[src/rtl/lsu_mem_pkg.sv]
// Shared encodings for the load/store unit: access sizes, exception causes and FSM states.
package lsu_mem_pkg;

   localparam logic [1:0] LSU_SIZE_B = 2'b00;
   localparam logic [1:0] LSU_SIZE_H = 2'b01;
   localparam logic [1:0] LSU_SIZE_W = 2'b10;
   localparam logic [1:0] LSU_SIZE_D = 2'b11;

   localparam logic [1:0] LSU_EXC_NONE    = 2'b00;
   localparam logic [1:0] LSU_EXC_MIS_LD  = 2'b01;
   localparam logic [1:0] LSU_EXC_MIS_ST  = 2'b10;
   localparam logic [1:0] LSU_EXC_TIMEOUT = 2'b11;

   localparam logic [1:0] LSU_ST_IDLE = 2'b00;
   localparam logic [1:0] LSU_ST_REQ  = 2'b01;
   localparam logic [1:0] LSU_ST_RSP  = 2'b10;

   // A dword access is only legal on a 64-bit bus, otherwise it always counts as misaligned.
   function automatic logic is_misaligned(input logic [1:0] size, input logic [2:0] low,
                                          input logic dword_ok);
      case (size)
         LSU_SIZE_B: is_misaligned = 1'b0;
         LSU_SIZE_H: is_misaligned = low[0];
         LSU_SIZE_W: is_misaligned = |low[1:0];
         default:    is_misaligned = !dword_ok || (|low);
      endcase
   endfunction

endpackage

[src/rtl/lsu_mem_align.sv]
// Combinational lane logic: misalign check, byte enables, store replication, load extract/extend.
module lsu_mem_align
   import lsu_mem_pkg::*;
#(
   parameter int XLEN = 32
) (
   input  logic [1:0]                   chk_size,
   input  logic [2:0]                   chk_low,
   output logic                         misaligned,
   input  logic [1:0]                   size,
   input  logic                         uns,
   input  logic [$clog2(XLEN/8)-1:0]    off,
   input  logic [XLEN-1:0]              wdata,
   input  logic [XLEN-1:0]              rdata,
   output logic [XLEN/8-1:0]            be,
   output logic [XLEN-1:0]              bus_wdata,
   output logic [XLEN-1:0]              load_data
);
   localparam int NB = XLEN / 8;

   logic [XLEN-1:0] shifted;

   assign misaligned = is_misaligned(chk_size, chk_low, XLEN == 64);
   assign shifted    = rdata >> {off, 3'b000};

   always_comb begin
      be        = '1;
      bus_wdata = wdata;
      load_data = shifted;
      case (size)
         LSU_SIZE_B: begin
            be        = NB'(1) << off;
            bus_wdata = {NB{wdata[7:0]}};
            load_data = uns ? XLEN'(shifted[7:0]) : XLEN'($signed(shifted[7:0]));
         end
         LSU_SIZE_H: begin
            be        = NB'(3) << off;
            bus_wdata = {(NB/2){wdata[15:0]}};
            load_data = uns ? XLEN'(shifted[15:0]) : XLEN'($signed(shifted[15:0]));
         end
         LSU_SIZE_W: begin
            be        = NB'(15) << off;
            bus_wdata = {(NB/4){wdata[31:0]}};
            load_data = uns ? XLEN'(shifted[31:0]) : XLEN'($signed(shifted[31:0]));
         end
         default: ;
      endcase
   end

endmodule

[src/rtl/lsu_mem.sv]
// Load/store unit: ALU results pass straight through; memory ops run a req/gnt/rvalid bus FSM
// with a timeout, stalling upstream until the access completes.
module lsu_mem
   import lsu_mem_pkg::*;
#(
   parameter int XLEN        = 32,
   parameter int REG_ADDR_W  = 5,
   parameter int TIMEOUT_CYC = 255
) (
   input  logic                  clk,
   input  logic                  rst,
   input  logic                  rd_we_i,
   input  logic [XLEN-1:0]       rd_data_i,
   input  logic [REG_ADDR_W-1:0] rd_addr_i,
   input  logic                  mem_req_i,
   input  logic                  mem_we_i,
   input  logic [1:0]            mem_size_i,
   input  logic                  mem_unsigned_i,
   input  logic [XLEN-1:0]       mem_addr_i,
   input  logic [XLEN-1:0]       mem_wdata_i,
   output logic                  rd_we_o,
   output logic [XLEN-1:0]       rd_data_o,
   output logic [REG_ADDR_W-1:0] rd_addr_o,
   output logic                  stall_o,
   output logic                  exc_o,
   output logic [1:0]            exc_cause_o,
   output logic                  dbus_req_o,
   output logic                  dbus_we_o,
   output logic [XLEN/8-1:0]     dbus_be_o,
   output logic [XLEN-1:0]       dbus_addr_o,
   output logic [XLEN-1:0]       dbus_wdata_o,
   input  logic                  dbus_gnt_i,
   input  logic                  dbus_rvalid_i,
   input  logic [XLEN-1:0]       dbus_rdata_i
);
   localparam int OFF_W = $clog2(XLEN / 8);
   localparam int CNT_W = $clog2(TIMEOUT_CYC + 1);

   logic [1:0]            state;
   logic [CNT_W-1:0]      cnt;
   logic [XLEN-1:0]       lat_addr;
   logic [XLEN-1:0]       lat_wdata;
   logic                  lat_we;
   logic [1:0]            lat_size;
   logic                  lat_uns;
   logic [REG_ADDR_W-1:0] lat_rd;

   logic                  misaligned;
   logic [XLEN/8-1:0]     be;
   logic [XLEN-1:0]       bus_wdata;
   logic [XLEN-1:0]       load_data;
   logic                  idle, issue, complete, timeout;

   lsu_mem_align #(.XLEN(XLEN)) u_align (
      .chk_size   (mem_size_i),
      .chk_low    (mem_addr_i[2:0]),
      .misaligned (misaligned),
      .size       (lat_size),
      .uns        (lat_uns),
      .off        (lat_addr[OFF_W-1:0]),
      .wdata      (lat_wdata),
      .rdata      (dbus_rdata_i),
      .be         (be),
      .bus_wdata  (bus_wdata),
      .load_data  (load_data)
   );

   assign idle     = (state == LSU_ST_IDLE);
   assign issue    = idle && mem_req_i && !misaligned;
   assign complete = (state == LSU_ST_RSP) && dbus_rvalid_i;
   assign timeout  = !idle && !complete && (cnt == CNT_W'(TIMEOUT_CYC));

   // Outputs are held at zero while reset is asserted so an in-flight response cannot leak out.
   always_comb begin
      rd_we_o      = 1'b0;
      rd_data_o    = '0;
      rd_addr_o    = '0;
      stall_o      = 1'b0;
      exc_o        = 1'b0;
      exc_cause_o  = LSU_EXC_NONE;
      dbus_req_o   = 1'b0;
      dbus_we_o    = 1'b0;
      dbus_be_o    = '0;
      dbus_addr_o  = '0;
      dbus_wdata_o = '0;
      if (!rst) begin
         if (idle) begin
            stall_o = issue;
            if (!mem_req_i) begin
               rd_we_o   = rd_we_i;
               rd_data_o = rd_data_i;
               rd_addr_o = rd_addr_i;
            end else if (misaligned) begin
               exc_o       = 1'b1;
               exc_cause_o = mem_we_i ? LSU_EXC_MIS_ST : LSU_EXC_MIS_LD;
            end
         end else begin
            stall_o = !complete && !timeout;
            if (complete && !lat_we) begin
               rd_we_o   = (lat_rd != '0);
               rd_data_o = load_data;
               rd_addr_o = lat_rd;
            end
            if (timeout) begin
               exc_o       = 1'b1;
               exc_cause_o = LSU_EXC_TIMEOUT;
            end
         end
         if (state == LSU_ST_REQ) begin
            dbus_req_o   = 1'b1;
            dbus_we_o    = lat_we;
            dbus_be_o    = be;
            dbus_addr_o  = {lat_addr[XLEN-1:OFF_W], {OFF_W{1'b0}}};
            dbus_wdata_o = bus_wdata;
         end
      end
   end

   // The counter runs from the first REQ cycle and is cleared whenever the FSM returns to IDLE.
   always_ff @(posedge clk) begin
      if (rst) begin
         state     <= LSU_ST_IDLE;
         cnt       <= '0;
         lat_addr  <= '0;
         lat_wdata <= '0;
         lat_we    <= 1'b0;
         lat_size  <= '0;
         lat_uns   <= 1'b0;
         lat_rd    <= '0;
      end else begin
         case (state)
            LSU_ST_IDLE: begin
               cnt <= '0;
               if (issue) begin
                  state     <= LSU_ST_REQ;
                  lat_addr  <= mem_addr_i;
                  lat_wdata <= mem_wdata_i;
                  lat_we    <= mem_we_i;
                  lat_size  <= mem_size_i;
                  lat_uns   <= mem_unsigned_i;
                  lat_rd    <= rd_addr_i;
               end
            end
            LSU_ST_REQ: begin
               if (timeout) begin
                  state <= LSU_ST_IDLE;
                  cnt   <= '0;
               end else begin
                  cnt <= cnt + 1'b1;
                  if (dbus_gnt_i) state <= LSU_ST_RSP;
               end
            end
            LSU_ST_RSP: begin
               if (complete || timeout) begin
                  state <= LSU_ST_IDLE;
                  cnt   <= '0;
               end else begin
                  cnt <= cnt + 1'b1;
               end
            end
            default: begin
               state <= LSU_ST_IDLE;
               cnt   <= '0;
            end
         endcase
      end
   end

endmodule

[config.mk]
export PLATFORM = sky130hd
export DESIGN_NAME = lsu_mem
export DESIGN_NICKNAME = d
export VERILOG_FILES = /design/src/rtl/lsu_mem_pkg.sv /design/src/rtl/lsu_mem_align.sv /design/src/rtl/lsu_mem.sv
export SDC_FILE = /design/constraint.sdc
export NUM_CORES = 1
export LEC_CHECK = 0
export CAP_MARGIN = 10
export CORE_UTILIZATION = 43
export DETAILED_ROUTE_END_ITERATION = 8
export PLACE_DENSITY = 0.85
export RECOVER_POWER = 25
export REMOVE_ABC_BUFFERS = 1
export SYNTH_ARGS = -nofsm -noshare
export SYNTH_HDL_FRONTEND = slang
export SYNTH_HIERARCHICAL = 1
export SYNTH_SLANG_ARGS = --single-unit
[constraint.sdc]
create_clock -name clk -period 2.2 [get_ports clk]
set_input_delay 0.22 -clock clk [delete_from_list [all_inputs] [get_ports clk]]
set_output_delay 0.22 -clock clk [all_outputs]
set_load 0.03 [all_outputs]
# Yosys cells after proc, flatten, opt, wreduce, memory -nomap -nowiden
# Cells that the tools add are included.
[totals]
reg_bits = 83
input_bits = 143
out_inout_bits = 112
[op_classes]
addsub = 1
eq_ne = 10
shift = 4
muxes = 49
reduce_logical = 20
[op_table]
columns = ["cell", "n"]
rows = [
  ["two-way mux 32 bit", 10],
  ["case mux 32 bit (2 select lines)", 2],
  [">> shifter 32 x 5 -> 32 bit", 1],
  ["two-way mux 2 bit", 10],
  ["two-way mux 5 bit", 4],
  ["two-way mux 8 bit", 2],
  ["case mux 8 bit (2 select lines)", 1],
  ["two-way mux 1 bit", 15],
  ["case mux 4 bit (3 select lines)", 1],
  ["adder 8 x 1 -> 8 bit (second input constant)", 1],
  ["equality test 8 bit (second input constant)", 1],
  ["two-way mux 4 bit", 2],
  ["logical AND 1 bit", 7],
  ["equality test 2 x 1 -> 1 bit (second input constant)", 3],
  ["equality test 2 bit (second input constant)", 3],
  ["zero test 2 bit", 3],
  ["case mux 2 bit (3 select lines)", 1],
  ["zero test 1 bit", 5],
  ["nonzero test 5 bit", 1],
  ["inequality test 2 x 1 -> 1 bit (second input constant)", 2],
  ["<< shifter 1 x 2 -> 4 bit (first input constant)", 1],
  ["<< shifter 2 x 2 -> 4 bit (first input constant)", 1],
  ["<< shifter 4 x 2 -> 4 bit (first input constant)", 1],
  ["inequality test 3 bit (second input constant)", 1],
  ["other kinds (5)", 5],
]

# Longest topological paths before layout
# Gate-level depths: netlist of run 1.
[depth]
word_depth = 9
ltp_mapped = 9
depth_no_buf = 8

# Modules after synthesis
# Netlist of run 1, hierarchy kept.
[by_module_without_submodules]
columns = ["mod", "n_inst", "cells_per_inst", "area_each_um2"]
rows = [
  ["lsu_mem", 1, 597, 4331.7],
  ["lsu_mem_align", 1, 183, 1278.7],
]

# Worst setup path after synthesis of run 1
# No wires, ideal clock.
[synth_timing]
kind = "register to output"
startpoint = "register lat_size[0]"
endpoint = "output rd_data_o[27]"
arrival_time_ps = 2010
required_time_ps = 1980
path_slack_ps = -30
path_stages_with_launch = 9
n_path_buf = 0
cell_sequence = "dfxtp_1 inv_1 ha_1 nor4_2 nand2_1 nand4_1 nor3b_1 a21oi_1 nor2_1"
[synth_between]
elab_chain_len = 5
word_cells_on_any_way = 6
[synth_lines]
columns = ["item", "line", "text"]
rows = [
  ["start, declared", "lsu_mem.sv:44", "logic [1:0] lat_size;"],
  ["start signal, assigned", "lsu_mem.sv:139", "lat_size <= mem_size_i;"],
  ["equality test 2 x 1 -> 1 bit or zero test 2 bit (tied branches)", "lsu_mem_align.sv:30", "case (size)"],
  ["case mux 32 bit (2 select lines) (*)", "lsu_mem_align.sv:30", ""],
  ["via load_data[27]", "lsu_mem.sv:51", "logic [XLEN-1:0] load_data;"],
  ["two-way mux 32 bit (*)", "lsu_mem.sv:99", "if (complete && !lat_we) begin"],
  ["two-way mux 32 bit (*)", "lsu_mem.sv:87", "if (idle) begin"],
  ["two-way mux 32 bit (*)", "lsu_mem.sv:86", "if (!rst) begin"],
  ["end, declared", "lsu_mem.sv:22", "output logic [XLEN-1:0] rd_data_o,"],
]
# Mark *: on every way through the listed nets, which the timed path passes. The rest lies on a longest branch.

# Worst setup path in the final report of run 1
[layout_timing]
startpoint = "register lat_addr[1]"
endpoint = "output rd_data_o[31]"
[layout_between]
elab_chain_len = 6
word_cells_on_any_way = 7
[layout_lines]
columns = ["item", "line", "text"]
rows = [
  ["start, declared", "lsu_mem.sv:41", "logic [XLEN-1:0] lat_addr;"],
  ["start signal, assigned", "lsu_mem.sv:136", "lat_addr <= mem_addr_i;"],
  [">> shifter 32 x 5 -> 32 bit (*)", "lsu_mem_align.sv:24", "assign shifted = rdata >> {off, 3'b000};"],
  ["two-way mux 32 bit (on tied branches)", "lsu_mem_align.sv:39, lsu_mem_align.sv:34", ""],
  ["case mux 32 bit (2 select lines) (*)", "lsu_mem_align.sv:30", ""],
  ["via load_data[31]", "lsu_mem.sv:51", ""],
  ["two-way mux 32 bit (*)", "lsu_mem.sv:99", ""],
  ["two-way mux 32 bit (*)", "lsu_mem.sv:87", ""],
  ["two-way mux 32 bit (*)", "lsu_mem.sv:86", ""],
]
# Marked as above.

==> reports/metrics.yaml, run 1 <==
critical_path:
  required_ns: 1.98
  worstReg2RegEnd: "lat_wdata[1]"
  critPathCapture: "rd_data_o[31]"
  rr_startpoint: "state[0]"
  crit_start: "lat_addr[1]"
  reg2reg_depth: 8
  cp.arrival_ns: 2.38
  r2r_slack_ns: 0.04
  crit_type: "flop to output port"
  end_kind: "output port"
  worstPathMaxFanout: 5
  startpoint_type: "flop"
grt:
  grt-ovfl-total: 0
  antenna_found_initial: 0
  grt.total_usage: 0.288
  grt_max_degree: 66
  grt_pass1_vias: 6225
  grt_pass1_wl_um: 30300
sta:
  min_period_ns: 2.60
  fin_skew_ns: 0.00561
  hold_viol: 0
  slew_violations: 0
  setup_violations: 57
  fmax_ghz: 0.384
  finalWorstSetupSlack_ns: -0.403
  maxSlewHeadroom: 0.526
  rsz0062_at_grt: "true"
  worstMarginPinSlew_ns: 0.711
  fin_crit_sh: 1.18
finish:
  fin_cells: 1263
  num-nets-final: 1237
  n_antenna_cell: 0
  finalCoreUtilization: 0.757
  area_growth_pct: 70.9
  drive_gt1_frac: 0.319
yosys:
  seq_area_frac_synth: 0.296
  syn_avg_cell_area_sq_um: 7.19
  ys_ff_latch: 83
  synth_edf_count: 0
  ys_warn_count: 6
  async_flop_share: 0
  syn-instance-count: 780
  synth-main-ff-cell: "dfxtp_1"
  ys_types: 48
  syn_area_sq_um: 5610
placement:
  io_buffers: 252
  hpwl_um: 13700
  gp_congestion: 0.904
  placed_cells: 1215
cts:
  clkTransAtPathRegs_ns: 0.06
  cts_tree: "yes"
  cts_made_buffers: 9
  htree_num_levels: 3
  clockBufferDepth: 2
  cts.sinks: 83
  root_buffer: "clkbuf_16"
  clkLatencyLatePin_ns: 0.33
die:
  die_area_sq_um: 13500
  pin_count: 255
  chipWidth_um: 116
  die_y_um: 116
  start_util: 0.443
  placementRows: 41
  core_sq_um: 12700
detailed_routing:
  wl_per_cell_um: 17.2
  ant_nets: 0
  dr.first_iter.drc_count: 500
  drcViolationCount: 0
  firstDrtPassIters: 5
  vias_per_cell: 5.46
  wirelength_um: 21800
  num_vias: 6892
status:
  outcome: "finished, violations left"
  violations: "negative setup slack"
flow_run:
  max-cap-violations: 0
pwr:
  p_leak_uw: 0.00393
  power_density_nw_per_um2: 743
  ir_drop_v: 0.000537
min_path:
  hold_class: "primary input to flop"
  hold_depth: 3
[layout by cell type, fill, tap and decap left out, types with 9 or more instances in the layout]
| cell | instances |
|---|---|
| a21oi_1 | 116 |
| buf_6 | 40 |
| nor2b_1 | 9 |
| nor3b_1 | 12 |
| and2_1 | 53 |
| nor2_1 | 55 |
| mux2_2 | 11 |
| clkdlybuf4s50_1 | 141 |
| nand2_1 | 182 |
| clkbuf_16 | 11 |
| nand4_1 | 17 |
| buf_4 | 156 |
| dfxtp_1 | 79 |
| buf_12 | 12 |
| nor3b_2 | 24 |
| and2_4 | 15 |
[sequential cells by signal, indices dropped and copies added (netlist names)]
name	count
state	2
lat_uns	1
lat_size	2
lat_rd	5
lat_addr	32
lat_we	1
cnt	8
lat_wdata	32
[per-layer routing]
layer	GRT usage	wire length (um)	vias up
met5	0	0	-
met3	0.0675	1980	85
met2	0.533	10900	368
met1	0.309	8030	3200
li1	-	-	3239
met4	0.132	905	0
[power breakdown]
group	internal, uW	switching, uW	total [uW]
Clock	945	606	1550
Combinational	1730	2080	3810
Sequential	1650	111	1760
Total	4330	2790	7120
[layout make-up]
type,count,area [sq um]
well taps,172,215
clock inverters,3,46.3
multi-input cells,612,3820
inverters,10,42.5
clock buffers,13,260
fillers,898,3080
repair buffers,370,3530
flip-flops and latches,83,1670
[critical path: stages (launching register included)]
cell	delay (ns)
dfxtp_4	0.41
mux2_4	0.34
a32oi_4	0.34
buf_12	0.18
buf_8	0.11
nand4_1	0.09
nor3b_2	0.19
a21oi_2	0.17
nor2_1	0.06
buf_4	0.16
[synth_stat cells, types with 5 or more instances]
library cell	instances	area share
a211oi_1	8	0.011
a21oi_1	124	0.11
a22o_1	8	0.012
a22oi_1	8	0.011
a2bb2oi_1	8	0.012
and2_1	68	0.076
buf_2	19	0.017
buf_4	16	0.021
buf_6	15	0.030
clkbuf_1	24	0.016
dfxtp_1	83	0.30
ha_1	8	0.018
inv_1	10	0.0067
mux2_2	17	0.034
mux2i_1	8	0.014
nand2_1	184	0.12
nand4_1	17	0.019
nor2_1	57	0.038
nor2b_1	11	0.012
nor3b_1	37	0.050
o21ai_0	7	0.0062
o21ai_1	5	0.0045
[logic make-up after synthesis]
family                     Yosys count  synth area share
muxes                               26            0.0511
DFF                                 83             0.296
other                                1          0.000668
adders and majority gates            8            0.0178
buffers and inverters               86            0.0930
xor gates and xnor gates             6           0.00937
AOI/OAI and AO/OA                  176             0.184
and+or+nand+nor                    394             0.348
[through the flow]
stage / hold slack (ns) / power [uW] / TNS (ns) / setup slack, ns / cell area (sq um)
6_report: 0.347 / 7120 / -11.22 / -0.403 / 9590
5_1_grt: 0.369 / 7470 / -15.45 / -0.469 / 9590
4_1_cts: 0.337 / 6880 / -5.58 / -0.278 / 9250
3_5_place_dp: 0.442 / 4890 / -6.51 / -0.397 / 8450
3_3_place_gp: 0.437 / 4840 / -5.63 / -0.372 / 8450
2_1_floorplan: 0.289 / 3410 / -236.27 / -2.86 / 5130
[worst min-delay path by stage]
stage,endpoint,start
final,lat_we,rst
after global routing,lat_rd[2],rst
after CTS,lat_we,rst
after detailed placement,lat_addr[22],lat_addr[22]
after global placement,lat_addr[9],lat_addr[9]
after floorplan,lat_addr[0],rst
[repair_timing]
item                                    in CTS  in global routing
setup buffers                               16                 14
cloned                                       3                  2
resized for setup                          189                 76
hold buffers                                 0                  0
pin swaps                                   12                 32
endpoints found under the setup margin      59                 74
Note: power is estimated with default switching activity, not from simulation.
==> run 2: changes to the inputs <==
- CORE_MARGIN: unset -> 2
==> reports/metrics.yaml, run 2 (synthesized netlist as in run 1, its figures left out) <==
cts:
  clkTransAtPathRegs_ns: 0.06  # about the same
  cts_tree: "yes"  # unchanged
  cts_made_buffers: 9  # unchanged
  holdBufCountCts: 0  # unchanged
  htree_num_levels: 3  # unchanged
  clockBufferDepth: 2  # unchanged
  cts.sinks: 83  # unchanged
  clkLatencyLatePin_ns: 0.34  # was 0.33 ns
  root_buffer: "clkbuf_16"  # unchanged
detailed_routing:
  dr.first_iter.drc_count: 527  # was 500
  drcViolationCount: 0  # unchanged
  wl_per_cell_um: 16.5  # was 17.2 um
  num_vias: 6532  # was 6892
  firstDrtPassIters: 6  # was 5
  ant_nets: 0  # unchanged
  wirelength_um: 20400  # was 21800 um
  vias_per_cell: 5.28  # was 5.46
sta:
  min_period_ns: 2.51  # was 2.60 ns
  fin_skew_ns: 0.00733  # was 0.00561 ns
  rsz0062_at_grt: "true"  # unchanged
  worstMarginPinSlew_ns: 0.732  # was 0.711 ns
  fmax_ghz: 0.398  # was 0.384 GHz
  slew_violations: 0  # unchanged
  fin_crit_sh: 1.14  # was 1.18
  hold_viol: 0  # unchanged
  maxSlewHeadroom: 0.512  # was 0.526
  setup_violations: 47  # was 57
  finalWorstSetupSlack_ns: -0.314  # was -0.403 ns
placement:
  gp_congestion: 0.990  # was 0.904
  io_buffers: 252  # unchanged
  hpwl_um: 14100  # was 13700 um
die:
  core_sq_um: 12700  # unchanged
  pin_count: 255  # unchanged
  start_util: 0.443  # unchanged
  placementRows: 41  # unchanged
  die_area_sq_um: 14000  # was 13500 sq um
  die_y_um: 118  # was 116 um
  chipWidth_um: 118  # was 116 um
grt:
  grt-ovfl-total: 0  # unchanged
  grt_pass1_wl_um: 31400  # was 30300 um
  grt_pass1_vias: 6282  # was 6225
  grt.total_usage: 0.274  # was 0.288
  grt_max_degree: 68  # was 66
  antenna_found_initial: 1  # was 0
critical_path:
  reg2reg_depth: 8  # unchanged
  rr_startpoint: "state[1]"  # was state[0]
  startpoint_type: "flop"  # unchanged
  cp.arrival_ns: 2.29  # was 2.38 ns
  worstPathMaxFanout: 8  # was 5
  end_kind: "output port"  # unchanged
  crit_type: "flop to output port"  # unchanged
  worstReg2RegEnd: "cnt[4]"  # was lat_wdata[1]
  required_ns: 1.98  # about the same
  r2r_slack_ns: 0.16  # was 0.04 ns
finish:
  final_common_cell: "nand2_1"  # unchanged
  area_growth_pct: 64.3  # was 70.9%
  multiInputGateArea_sq_um: 3810  # was 3820 sq um
  most-common-layout-cells: "nand2_1 (182), buf_4 (143), clkdlybuf4s50_1 (141)"  # was nand2_1 (182), buf_4 (156), clkdlybuf4s50_1 (141)
  ff_latch_area_sq_um: 1670  # unchanged
  num-nets-final: 1211  # was 1237
  fillers: 933  # was 898
  drive_gt1_frac: 0.298  # was 0.319
  n_antenna_cell: 0  # unchanged
  reg_top3: "lat_addr x32, lat_wdata x32, cnt x8"  # unchanged
  finalCoreUtilization: 0.728  # was 0.757
status:
  outcome: "finished, violations left"  # unchanged
  violations: "negative setup slack"  # unchanged
min_path:
  min-delay-start: "rst"  # unchanged
  hold_depth: 3  # unchanged
  holdPathEnd: "lat_rd[4]"  # was lat_we
  hold_class: "primary input to flop"  # unchanged
pwr:
  p_leak_uw: 0.00378  # was 0.00393 uW
  p_total_uw: 6870  # was 7120 uW
  ir_drop_v: 0.000477  # was 0.000537 V
  power_density_nw_per_um2: 746  # was 743 nW/um^2
flow_run:
  max-cap-violations: 0  # unchanged
[run 2: what timing repair did]
| item | in CTS | in global routing |
|---|---|---|
| gates resized for setup | 200 | 78 |
| pin swaps | 8 | 17 |
| endpoints found under the setup margin | 62 | 60 |
| cloned | 1 | 0 |
| hold endpoints to repair | 0 | 0 |
| setup buffers | 9 | 5 |
[run 2: layout make-up]
type,count,share of cell area
clock buffers,10,0.0248
repair buffers,344,0.343
flip-flops and latches,83,0.181
multi-input cells,612,0.414
clock inverters,6,0.00950
well taps,172,0.0233
inverters,10,0.00461
[run 2: report_power, final]
| group | internal, uW | total (uW) | switching [uW] |
|---|---|---|---|
| registers | 1650 | 1760 | 106 |
| clock network | 997 | 1630 | 629 |
| logic | 1530 | 3490 | 1960 |
[run 2: per-layer routing]
metal	up-vias	share of wire	track usage
met5	-	0	0
met4	0	0.026	0.0919
met3	50	0.087	0.0767
met2	304	0.50	0.486
met1	3005	0.39	0.315
li1	3173	-	-
[run 2: through the flow]
step / hold WS [ns] / std cells / instance area, sq um / TNS (ns) / worst slack (ns)
after floorplan: 0.289 / 705 / 5130 / -236.27 / -2.86
after global placement: 0.437 / 1209 / 8360 / -4.56 / -0.407
after detailed placement: 0.442 / 1209 / 8360 / -5.60 / -0.417
after CTS: 0.293 / 1235 / 9000 / -5.98 / -0.311
after global routing: 0.322 / 1237 / 9220 / -11.05 / -0.375
final: 0.302 / 1237 / 9220 / -6.37 / -0.314
[run 2: how the worst max path moves through the flow]
stage	start	end	slack [ns]	depth (start not counted)
finish	lat_size[0]	rd_data_o[17]	-0.31	12
global route	lat_size[0]	rd_data_o[17]	-0.38	12
CTS	lat_size[0]	rd_data_o[23]	-0.31	11
detailed placement	dbus_rdata_i[23]	rd_data_o[8]	-0.42	9
global placement	dbus_rdata_i[23]	rd_data_o[8]	-0.41	9
floorplan	state[0]	stall_o	-2.86	6
[run 2: worst max-delay path, cell delays in order, from the launching register on]
cell and delay (ns):
dfxtp_2 0.34, buf_6 0.12, ha_4 0.15, buf_6 0.12
buf_6 0.12, nor3_2 0.16, buf_4 0.18, nand2_1 0.06
nand4_1 0.08, nor3b_1 0.29, a21oi_1 0.08, nor2_1 0.10
buf_4 0.17
==> run 3: changes to the inputs <==
- CTS_CLUSTER_DIAMETER: unset -> 200
==> results of run 3 <==
Final layout, timing and power as in run 2 (identical DEF).
